## src/rtl/load_unit.sv

```systemverilog
// Load unit: issues word-aligned memory reads and extracts a sign/zero-extended byte, halfword or word.
// Define LOAD_UNIT_SPLIT_EN to split word-crossing loads into two reads; otherwise they are flagged misaligned.
module load_unit #(
   parameter int unsigned ADDR_W = 32
) (
   input  logic              clk,
   input  logic              reset,
   input  logic              start,
   input  logic              lb,
   input  logic              lh,
   input  logic              lu,
   input  logic [ADDR_W-1:0] addr,
   output logic              mem_req,
   output logic [ADDR_W-1:0] mem_addr,
   input  logic              mem_ready,
   input  logic [31:0]       mem_rdata,
   output logic              busy,
   output logic              done,
   output logic [31:0]       data_out,
   output logic              misaligned
);

   typedef enum logic [1:0] {IDLE, REQ, REQ2, DONE} state_t;

   state_t      state;
   logic [1:0]  off_q;
   logic        lb_q;
   logic        lh_q;
   logic        lu_q;
   logic        split_c;
   logic [63:0] rd_c;
`ifdef LOAD_UNIT_SPLIT_EN
   logic [31:0] w0;
`endif

   // Access crosses a word boundary: halfword at offset 3, or word at nonzero offset.
   function automatic logic is_mis(input logic [1:0] off, input logic b, input logic h);
      return (!b && h && off == 2'd3) || (b == h && off != 2'd0);
   endfunction

   function automatic logic [31:0] extract(input logic [63:0] v, input logic [1:0] off,
                                           input logic b, input logic h, input logic u);
      logic [31:0] r;
      r = 32'(v >> {off, 3'b000});
      if (!b && h)      return u ? {16'h0, r[15:0]} : {{16{r[15]}}, r[15:0]};
      else if (b && !h) return u ? {24'h0, r[7:0]}  : {{24{r[7]}}, r[7:0]};
      else              return r;
   endfunction

   always_comb begin
      split_c = 1'b0;
      rd_c    = {32'h0, mem_rdata};
`ifdef LOAD_UNIT_SPLIT_EN
      split_c = (state == REQ) && is_mis(off_q, lb_q, lh_q);
      if (state == REQ2) rd_c = {mem_rdata, w0};
`endif
   end

   always_ff @(posedge clk or posedge reset) begin
      if (reset) begin
         state      <= IDLE;
         off_q      <= 2'd0;
         lb_q       <= 1'b0;
         lh_q       <= 1'b0;
         lu_q       <= 1'b0;
         mem_req    <= 1'b0;
         mem_addr   <= '0;
         busy       <= 1'b0;
         done       <= 1'b0;
         data_out   <= 32'h0;
         misaligned <= 1'b0;
`ifdef LOAD_UNIT_SPLIT_EN
         w0         <= 32'h0;
`endif
      end else begin
         done <= 1'b0;
         case (state)
            IDLE: begin
               if (start) begin
                  off_q    <= addr[1:0];
                  lb_q     <= lb;
                  lh_q     <= lh;
                  lu_q     <= lu;
                  mem_addr <= {addr[ADDR_W-1:2], 2'b00};
                  busy     <= 1'b1;
`ifdef LOAD_UNIT_SPLIT_EN
                  state    <= REQ;
                  mem_req  <= 1'b1;
`else
                  if (is_mis(addr[1:0], lb, lh)) begin
                     state      <= DONE;
                     done       <= 1'b1;
                     data_out   <= 32'h0;
                     misaligned <= 1'b1;
                  end else begin
                     state   <= REQ;
                     mem_req <= 1'b1;
                  end
`endif
               end
            end
`ifdef LOAD_UNIT_SPLIT_EN
            REQ, REQ2: begin
`else
            REQ: begin
`endif
               if (mem_ready) begin
                  if (split_c) begin
`ifdef LOAD_UNIT_SPLIT_EN
                     w0 <= mem_rdata;
`endif
                     mem_addr <= mem_addr + ADDR_W'(4);
                     state    <= REQ2;
                  end else begin
                     state      <= DONE;
                     mem_req    <= 1'b0;
                     done       <= 1'b1;
                     data_out   <= extract(rd_c, off_q, lb_q, lh_q, lu_q);
                     misaligned <= 1'b0;
                  end
               end
            end
            DONE: begin
               state <= IDLE;
               busy  <= 1'b0;
            end
            default: begin
               state   <= IDLE;
               mem_req <= 1'b0;
               busy    <= 1'b0;
            end
         endcase
      end
   end

endmodule
```

## config.mk

```make
export PLATFORM = sky130hd
export DESIGN_NAME = load_unit
export DESIGN_NICKNAME = d
export VERILOG_FILES = /design/src/rtl/load_unit.sv
export SDC_FILE = /design/constraint.sdc
export NUM_CORES = 1
export LEC_CHECK = 0
export ABC_AREA = 0
export BUFFER_PORTS_ARGS = -buffer_cell sky130_fd_sc_hd__buf_2
export CAP_MARGIN = 5
export CORE_UTILIZATION = 54
export CTS_BUF_LIST = sky130_fd_sc_hd__clkbuf_4
export DETAILED_ROUTE_END_ITERATION = 6
export GPL_ROUTABILITY_DRIVEN = 0
export PLACE_DENSITY = 0.88
export SETUP_SLACK_MARGIN = 0.3
export SYNTH_ARGS = -nofsm -noshare
export SYNTH_HDL_FRONTEND = slang
export SYNTH_SLANG_ARGS = --single-unit
```

## constraint.sdc

```tcl
create_clock -name clk -period 4 [get_ports clk]
set_input_delay 0.6 -clock clk [delete_from_list [all_inputs] [get_ports clk]]
set_output_delay 0.6 -clock clk [all_outputs]
set_load 0.005 [all_outputs]
```

==> metrics.md <==
| Metric | Value |
|---|---|
| Max-cap violations | `0` |
| CP Max Fanout | `36` |
| Register bit total from synthesis | `73` |
| Final Setup Violations | `0` |
| Rows | `28` |
| Cell Count Post-Placement | `465` |
| Width of the die | `81.4 µm` |
| Post-CTS setup buffers | `0` |
| Peak supply drop | `0.415 mV` |
| Finished Layout Cells | `481` |
| Avg Vias per Cell | `5.79` |
| Critical Path Start Type | `flip-flop` |
| Clock Path Buffers | `2` |
| CTS Buf Count | `9` |
| Footprint of the multi-input gates | `1430 µm²` |
| Syn avg cell area | `12.6 µm²` |
| Drt pass-1 iters | `5` |
| Slew HR | `0.312` |
| Port bufs | `136` |
| Gr busiest metal | `met2` |
| Cts repair resizes | `0` |
| Seq. cell area | `approximately 1800 µm²` |
| Clk_lat worst skew | `between 400 and 500 ps` |
| Final worst path period need | `2350 ps` |
| Worst-path clk slew | `120 ps` |
| Synth Warn # | `0` |
| Total number of vias | `2,783` |
| Total power | `roughly 3.4 mW` |
| Status | `finished, final reports clean` |
| Post-synth top area share | `0.537` |
| Most used DFF post-synth | `dfrtp_1` |
| Syn-to-layout area delta | `25.3%` |
| Routed Antenna Nets | `0` |
| Number of global-route vias before repair | `2,715` |
| Post-synth top cells | `73 x dfrtp_1, 36 x mux2_2, 17 x a21oi_1, 17 x o21ai_0, 16 x mux2i_1` |
| Post-synthesis compound-gate area fraction | `0.181` |
| WL per Instance | `16.9 µm` |
| Synth top area cells | `dfrtp_1 54%, mux2_2 12%, mux2i_1 4.7%` |
| RSZ-0062 raised after global routing | `no` |
| Lkg Pwr | `approximately 2.1 nW` |
| Met1 GRT Util | `0.329` |
| Root Driver | `clkbuf_4` |
| Die ar. | `6620 µm²` |
| Initial DRC Count | `between 300 and 400` |
| Routing usage on met3 | `0.0843` |
| Gate Count Post-Synth | `271` |
| # fillers | `roughly 420` |
| HP Class | `in2async` |
| Layout cells sized above 1 | `0.493` |
| Placed Instance Area | `4080 µm²` |
| Core box area | `5990 µm²` |
| I/O Pins | `approximately 140` |
| Area leader, netlist | `dfrtp_1` |
| Most common cell in the netlist | `dfrtp_1` |
| Initial Util | `0.568` |
| Mapped Area | `3400 µm²` |
| Max Slew Vio Count | `0` |
| Largest family of logic cells by synthesized area | `compound AO/OA/AOI/OAI gates` |
| Simple-gate portion of the synthesized area | `0.0548` |
| Hpwl dp | `5890 µm` |
| Gr ovfl total | `0` |
| H-tree depth | `3` |
| Worst EP required | `about 4300 ps` |
| Hold WS | `365 ps` |
| Worst clock skew | `16.8 ps` |
| Mux contribution to synthesized area | `0.177` |
| Sequential-to-total area share from yosys stat | `0.537` |
| Final Hold Viols | `0` |
| Part of the cycle the worst path needs | `0.589` |
| Final WL | `between 8000 and 9000 µm` |
| Post-synth EDFFs | `0` |
| Pwr Density | `805 nW/µm²` |
| Post-synthesis adder-cell area fraction | `0.00368` |
| N_diodes | `0` |
| Pin count of the biggest net entering global routing | `43` |
| GRT Total Usage | `0.262` |
| Setup CP Type | `reg2reg` |
| TNS Setup | `0 ps` |
| Post-Synth XOR/XNOR Area | `0` |
| Worst Max-Slew Pin Slew | `1030 ps` |
| Clock sink total | `73` |
| Die height | `between 80 and 90 µm` |
| Arr. time, crit path | `2700 ps` |
| Ys async rst share | `1.00` |
| Final non-filler cell area | `4260 µm²` |
| Layout net count | `between 400 and 500` |
| Synth cell types | `34` |
| First-pass GRT wire length | `12,700 µm` |
| CTS tree | `built` |
| Initial antenna violation count | `0` |
| Fmax achieved | `roughly 0.42 GHz` |
| Residual DRC | `0` |
| Met2 Usage GRT | `0.408` |
| CTS Hold Bufs | `0` |
| Setup crit end kind | `flip-flop` |
[layout make-up]
cell class / instances / share of cell area
clock buffer: 10 / 0.0176
clock inverter: 6 / 0.0249
inverter: 6 / 0.00528
multi-input combinational: 171 / 0.335
sequential: 73 / 0.428
tap: 75 / 0.0220
timing repair buffer: 140 / 0.167
[logic make-up after synthesis]
kind of cell,count (synthesis)
mux,54
compound gates,80
simple gates,34
flops,73
other cells,1
fa+ha+maj,1
buf+inv,28
[metal layers]
| layer | routed length [µm] | part of all wire |
|---|---|---|
| met1 | 3330 | 0.41 |
| met2 | 3840 | 0.47 |
| met3 | 794 | 0.097 |
| met4 | 176 | 0.022 |
| met5 | 0 | 0 |
[flip-flops by register name, indices dropped and copies added, names as in the netlist]
name / count
data_out: 32
off_q: 2
state: 2
done: 1
mem_req: 1
mem_addr: 30
misaligned: 1
lh_q: 1
lb_q: 1
lu_q: 1
busy: 1
[report_power, final]
group	switching, mW	internal (mW)	total [mW]
Sequential	0.277	1.08	1.36
Combinational	0.720	0.785	1.50
Clock	0.252	0.321	0.573
Total	1.25	2.19	3.43
[metrics by stage]
stage | worst slack (ps) | utilization
after floorplan | 1550 | -
after global placement | 1790 | 0.681
after detailed placement | 1740 | 0.681
after CTS | 1710 | 0.712
after global routing | 1500 | 0.712
final | 1650 | 0.712
[worst max-delay path, stage by stage, from the launching register on]
cell      delay (ps)
dfrtp_1         1040
nand2b_1         260
o221ai_4         410
and3_1           400
a22o_1           180
[placed cells by master (no fill, tap or decap), types with 2 or more instances in the layout]
| cell | instances |
|---|---|
| conb_1 | 2 |
| a22o_1 | 9 |
| buf_2 | 136 |
| a32o_1 | 14 |
| and2b_1 | 2 |
| nand2b_1 | 2 |
| nand2_1 | 9 |
| a21o_1 | 2 |
| nor2_1 | 6 |
| inv_1 | 4 |
| a21oi_1 | 17 |
| clkbuf_4 | 10 |
| clkinv_1 | 2 |
| a211o_1 | 8 |
| o2bb2ai_1 | 10 |
| mux2_2 | 36 |
| bufinv_16 | 3 |
| inv_2 | 2 |
| dfrtp_1 | 73 |
| mux2i_1 | 16 |
| o21ai_0 | 17 |
| and3_1 | 2 |
| buf_4 | 4 |
| nor2b_1 | 8 |
[final timing paths]
kind,from,to,slack (ps),depth (start not counted)
max,off_q[1]$_DFFE_PP0P_,data_out[20]$_DFFE_PP0P_,1650,4
min,reset,data_out[2]$_DFFE_PP0P_,370,2
max reg2reg,off_q[1]$_DFFE_PP0P_,data_out[20]$_DFFE_PP0P_,1650,4
min reg2reg,busy$_DFFE_PP0P_,busy$_DFFE_PP0P_,490,1
max in group asynchronous,reset,off_q[1]$_DFFE_PP0P_,2850,3
min in group clk,addr[19],mem_addr[19]$_DFFE_PP0P_,410,2
(Power assumes the default switching activity.)
